===== src/rtl/systolic_drain.sv =====
// Collects systolic array results: snapshots acc_in when ctrl_in falls, then streams one row per transfer.
// Latency: first word valid the cycle after ctrl_in is seen low while armed; ROW words back-to-back, then done.
// Backpressure: out_valid holds with stable out_data/out_row until out_ready; SYSTOLIC_DRAIN_PARITY_EN adds out_parity.
module systolic_drain #(
    parameter int ROW = 4,
    parameter int COL = 4,
    parameter int DW  = 16,
    localparam int RW = (ROW > 1) ? $clog2(ROW) : 1
) (
    input  logic                   clk,
    input  logic                   rst,
    input  logic                   ctrl_in,
    input  logic [ROW*COL*DW-1:0]  acc_in,
    input  logic                   out_ready,
    output logic                   out_valid,
    output logic [COL*DW-1:0]      out_data,
    output logic [RW-1:0]          out_row,
`ifdef SYSTOLIC_DRAIN_PARITY_EN
    output logic                   out_parity,
`endif
    output logic                   busy,
    output logic                   done,
    output logic                   overrun
);

    localparam int WW = COL * DW;
    localparam logic [RW-1:0] LAST = RW'(ROW - 1);

    typedef enum logic [1:0] {
        IDLE,
        ARMED,
        DRAIN,
        DONE
    } state_t;

    state_t              state;
    state_t              state_next;
    logic [ROW*WW-1:0]   snapshot;
    logic [RW-1:0]       row_idx;
    logic [RW-1:0]       row_inc;
    logic [WW-1:0]       data_q;
    logic                overrun_q;
    logic                capture;
    logic                xfer;

    assign row_inc = row_idx + RW'(1);

    always_ff @(posedge clk or negedge rst) begin
        if (!rst) begin
            state <= IDLE;
        end else begin
            state <= state_next;
        end
    end

    always_comb begin
        state_next = state;
        capture    = 1'b0;
        xfer       = 1'b0;
        case (state)
            IDLE: begin
                if (ctrl_in) begin
                    state_next = ARMED;
                end
            end
            ARMED: begin
                if (!ctrl_in) begin
                    state_next = DRAIN;
                    capture    = 1'b1;
                end
            end
            DRAIN: begin
                if (out_ready) begin
                    xfer = 1'b1;
                    if (row_idx == LAST) begin
                        state_next = DONE;
                    end
                end
            end
            DONE: begin
                state_next = IDLE;
            end
            default: begin
                state_next = IDLE;
            end
        endcase
    end

    // The output word is its own register, preloaded with the next row on
    // each transfer, so out_data never depends combinationally on acc_in.
    always_ff @(posedge clk or negedge rst) begin
        if (!rst) begin
            snapshot  <= '0;
            row_idx   <= '0;
            data_q    <= '0;
            overrun_q <= 1'b0;
        end else begin
            if (capture) begin
                snapshot <= acc_in;
                row_idx  <= '0;
                data_q   <= acc_in[WW-1:0];
            end else if (xfer && (row_idx != LAST)) begin
                row_idx <= row_inc;
                data_q  <= snapshot[int'(row_inc)*WW +: WW];
            end
            if (ctrl_in && ((state == DRAIN) || (state == DONE))) begin
                overrun_q <= 1'b1;
            end
        end
    end

`ifdef SYSTOLIC_DRAIN_PARITY_EN
    logic parity_q;

    // Cleared on the final transfer so it reads 0 whenever out_valid is low.
    always_ff @(posedge clk or negedge rst) begin
        if (!rst) begin
            parity_q <= 1'b0;
        end else if (capture) begin
            parity_q <= ^acc_in[WW-1:0];
        end else if (xfer) begin
            if (row_idx != LAST) begin
                parity_q <= ^snapshot[int'(row_inc)*WW +: WW];
            end else begin
                parity_q <= 1'b0;
            end
        end
    end

    assign out_parity = parity_q;
`endif

    assign out_valid = (state == DRAIN);
    assign out_data  = data_q;
    assign out_row   = row_idx;
    assign busy      = (state != IDLE);
    assign done      = (state == DONE);
    assign overrun   = overrun_q;

endmodule


===== config.mk =====
export PLATFORM = sky130hd
export DESIGN_NAME = systolic_drain
export DESIGN_NICKNAME = d
export VERILOG_FILES = /design/src/rtl/systolic_drain.sv
export SDC_FILE = /design/constraint.sdc
export NUM_CORES = 1
export LEC_CHECK = 0
export ABC_AREA = 1
export BUFFER_PORTS_ARGS = -buffer_cell sky130_fd_sc_hd__buf_2
export CORE_MARGIN = 10
export CORE_UTILIZATION = 40
export CTS_CLUSTER_DIAMETER = 100
export DETAILED_ROUTE_END_ITERATION = 12
export PLACE_DENSITY = 0.7
export SLEW_MARGIN = 20
export SYNTH_ARGS = -nofsm -noshare
export SYNTH_HDL_FRONTEND = slang
export SYNTH_SLANG_ARGS = --single-unit

===== constraint.sdc =====
create_clock -name clk -period 2.2 [get_ports clk]
set_clock_uncertainty 0.05 [all_clocks]
set_input_delay 0.22 -clock clk [delete_from_list [all_inputs] [get_ports clk]]
set_output_delay 0.22 -clock clk [all_outputs]
set_load 0.02 [all_outputs]

==> results.sh <==
export IMPL_synth_area_um2=15300
export IMPL_slew_viol_final=0
export IMPL_die_area_um2=46500
export IMPL_wire_per_inst_um=16.7
export IMPL_start_util=0.406
export IMPL_cts_sinks=325
export IMPL_setup_viol=0
export IMPL_fin_cells=3118
export IMPL_yosysTopAreaCell="dfrtp_1"
export IMPL_cp_cell_sequence="inv_1 > ha_1 > nand2_4 > inv_12 > buf_12 > nand2_1 > nand2_1 > inv_1 > a21oi_1"
export IMPL_grt_pass1_wl_mm=85.1
export IMPL_ant_nets=0
export IMPL_cp_arrival_ns=2.41
export IMPL_cp_num_buf_inv=4
export IMPL_total_power_uw=30800
export IMPL_synth_area_leaders="dfrtp_1 (53%), nand2_1 (17%), inv_1 (8.1%)"
export IMPL_yosysSeqAreaShare=0.532
export IMPL_hold_buffers=258
export IMPL_hold_path_depth=6
export IMPL_clockBufferDepth=3
export IMPL_wirelength_mm=52.1
export IMPL_via_per_inst=4.99
export IMPL_grt_pass1_vias=16300
export IMPL_crit_type="reg2reg"
export IMPL_postCtsSetupRepairBufs=0
export IMPL_cp_max_fo=47
export IMPL_end_kind="register"
export IMPL_utilization=0.570
export IMPL_rsz0062_at_grt="false"
export IMPL_finalSetupTns_ns=0
export IMPL_grt_max_degree=83
export IMPL_slew_limit_headroom=0.526
export IMPL_min_from="out_ready"
export IMPL_power_leakage_uw=0.0113
export IMPL_cp_depth=9
export IMPL_dp_cells=2791
export IMPL_setup_slack_ns=0.140
export IMPL_hold_viol_final=0
export IMPL_synth_edf_count=0
export IMPL_std_cell_rows=71
export IMPL_path_delay_family="buffers and inverters"
export IMPL_gp_congestion=0.834
export IMPL_r2r_cells=9
export IMPL_core_um2=37700
export IMPL_dr_pass1_iters=6
export IMPL_crit_start="state[1]"
export IMPL_vdd_drop_max_uv=1020
export IMPL_worst_hold_path_type="in2reg"
export IMPL_synth_common_cells="nand2_1 (713), inv_1 (330), dfrtp_1 (325)"
export IMPL_min_period_ns=2.06
export IMPL_drive_above_1_share=0.170
export IMPL_grt_overflow_total=0
export IMPL_rrSetupSlack_ns=0.14
export IMPL_cts_htree_levels=2
export IMPL_worstSkewPairLatency_ns=0.53
export IMPL_netlist_instances=2020
export IMPL_slowest_delay_ns=0.42
export IMPL_cts_root_buf="clkbuf_16"
export IMPL_max_freq_mhz=485
export IMPL_tightest_slew_ns=0.712
export IMPL_cp_required_ns=2.55
export IMPL_antenna_found_initial=6
export IMPL_outcome="finished, final reports clean"
export IMPL_io_pins=330
export IMPL_timing_final_crit_share=0.936
export IMPL_hpwl_mm=31.6
export IMPL_synth_top_area_frac=0.532
export IMPL_cts_resized=0
export IMPL_synth_cell_types=21
export IMPL_avgSynthCellArea_um2=7.57
export IMPL_critPathLaunchType="register"
export IMPL_drtIter0Drc=1350
export IMPL_post_place_ws_ns=0.257
export IMPL_power_density_nw_per_um2=1430
export IMPL_synth_main_ff_cell="dfrtp_1"
export IMPL_cts_tree="yes"
export IMPL_r2r_end="out_data[40]"
export IMPL_synth_seq_cells=325
export IMPL_synth_fp_nets=2287
export IMPL_drc_errors=0
export IMPL_cts_made_buffers=37
export IMPL_reg2reg_from="state[1]"
export IMPL_fin_nets=2844
export IMPL_critical_path_slowest_cell="dfrtp_1"
export IMPL_track_usage=0.221
export IMPL_numPortBuffers=329
export IMPL_synthToLayoutAreaGrowth_pct=40.3
export IMPL_die_w_um=216
export IMPL_yosys_warnings=0
export IMPL_synthArstFlopShare=1.00
export IMPL_die_h_um=216
export IMPL_synth_most_common_cell="nand2_1"
export IMPL_vias=15600
export IMPL_drv_cap=0
export IMPL_clk_pin_slew_ns=0.06
export IMPL_min_to="state[0]"
==> worst min-delay path, cell delays in order <==
cell and delay [ns]:
buf_2 0.09, o22ai_1 0.10, inv_1 0.06, nand2_1 0.06, nand2_1 0.06, nand2_1 0.04
==> report_power, final <==
group	total [uW]	switching, uW	internal (uW)	leakage, uW
combinational	14700	9610	5110	0.00677
sequential	10000	1110	8930	0.00392
clock	6020	2440	3580	0.000589
==> worst max-delay path by stage <==
stage                        end  slack (ns)
finish              out_data[40]        0.14
global route        out_data[40]        0.05
CTS                   out_row[0]        0.13
detailed placement  out_data[49]        0.26
global placement    out_data[52]        0.37
floorplan           out_data[61]        0.54
==> per-layer routing <==
| metal | global-route usage | wire [um] | vias up |
|---|---|---|---|
| li1 | - | - | 7252 |
| met1 | 0.273 | 21000 | 7420 |
| met2 | 0.368 | 25100 | 726 |
| met3 | 0.0460 | 4030 | 168 |
| met4 | 0.0962 | 2040 | 0 |
| met5 | 0 | 0 | - |
==> registers in the layout, indices dropped and copies added, names as in the netlist <==
name / flops
out_data: 64
out_row: 2
overrun: 1
snapshot: 256
state: 2
==> cell usage in the layout, fill, tap and decap left out <==
cell           count
nor2_1            66
nand3_1          130
a21oi_1           64
inv_6              1
o21ai_0          169
o21bai_1           1
inv_1            329
o21ai_1           90
dfrtp_1          324
dfrtp_4            1
ha_4               1
buf_2            328
dlygate4sd3_1    258
inv_2              2
nand2_4            1
buf_12            22
o21ai_4            1
inv_4              1
bufinv_16          1
buf_8              1
clkbuf_8           7
ha_1               6
nand2_1          713
or2_2              1
clkbuf_16         39
inv_12             1
clkbuf_1           7
o22ai_1            1
clkinv_4           1
clkinv_2           7
buf_4             27
diode_2            6
==> metrics by stage <==
step	hold slack, ns	area (um^2)
floorplan	-0.126	15300
global placement	0.162	17700
detailed placement	0.166	17700
CTS	0.0657	21400
global route	0.126	21500
finish	0.0937	21500
==> cell families after synthesis <==
group | share of synthesized area
AOI/OAI and AO/OA | 0.107
buffers and inverters | 0.120
adders and majority gates | 0.00573
and+or+nand+nor | 0.235
DFF | 0.532
==> area by class of cell <==
cell class                      count  area [um^2]
Antenna cell                        6         15.0
Fill cell                        3257        16200
Timing Repair Buffer              636         4880
Inverter                          333         1260
Multi-Input combinational cell   1244         5340
Sequential cell                   325         8140
Clock buffer                       53         1100
Clock inverter                     10         82.6
Tap cell                          511          639
Power figures use the tool's default switching activity.
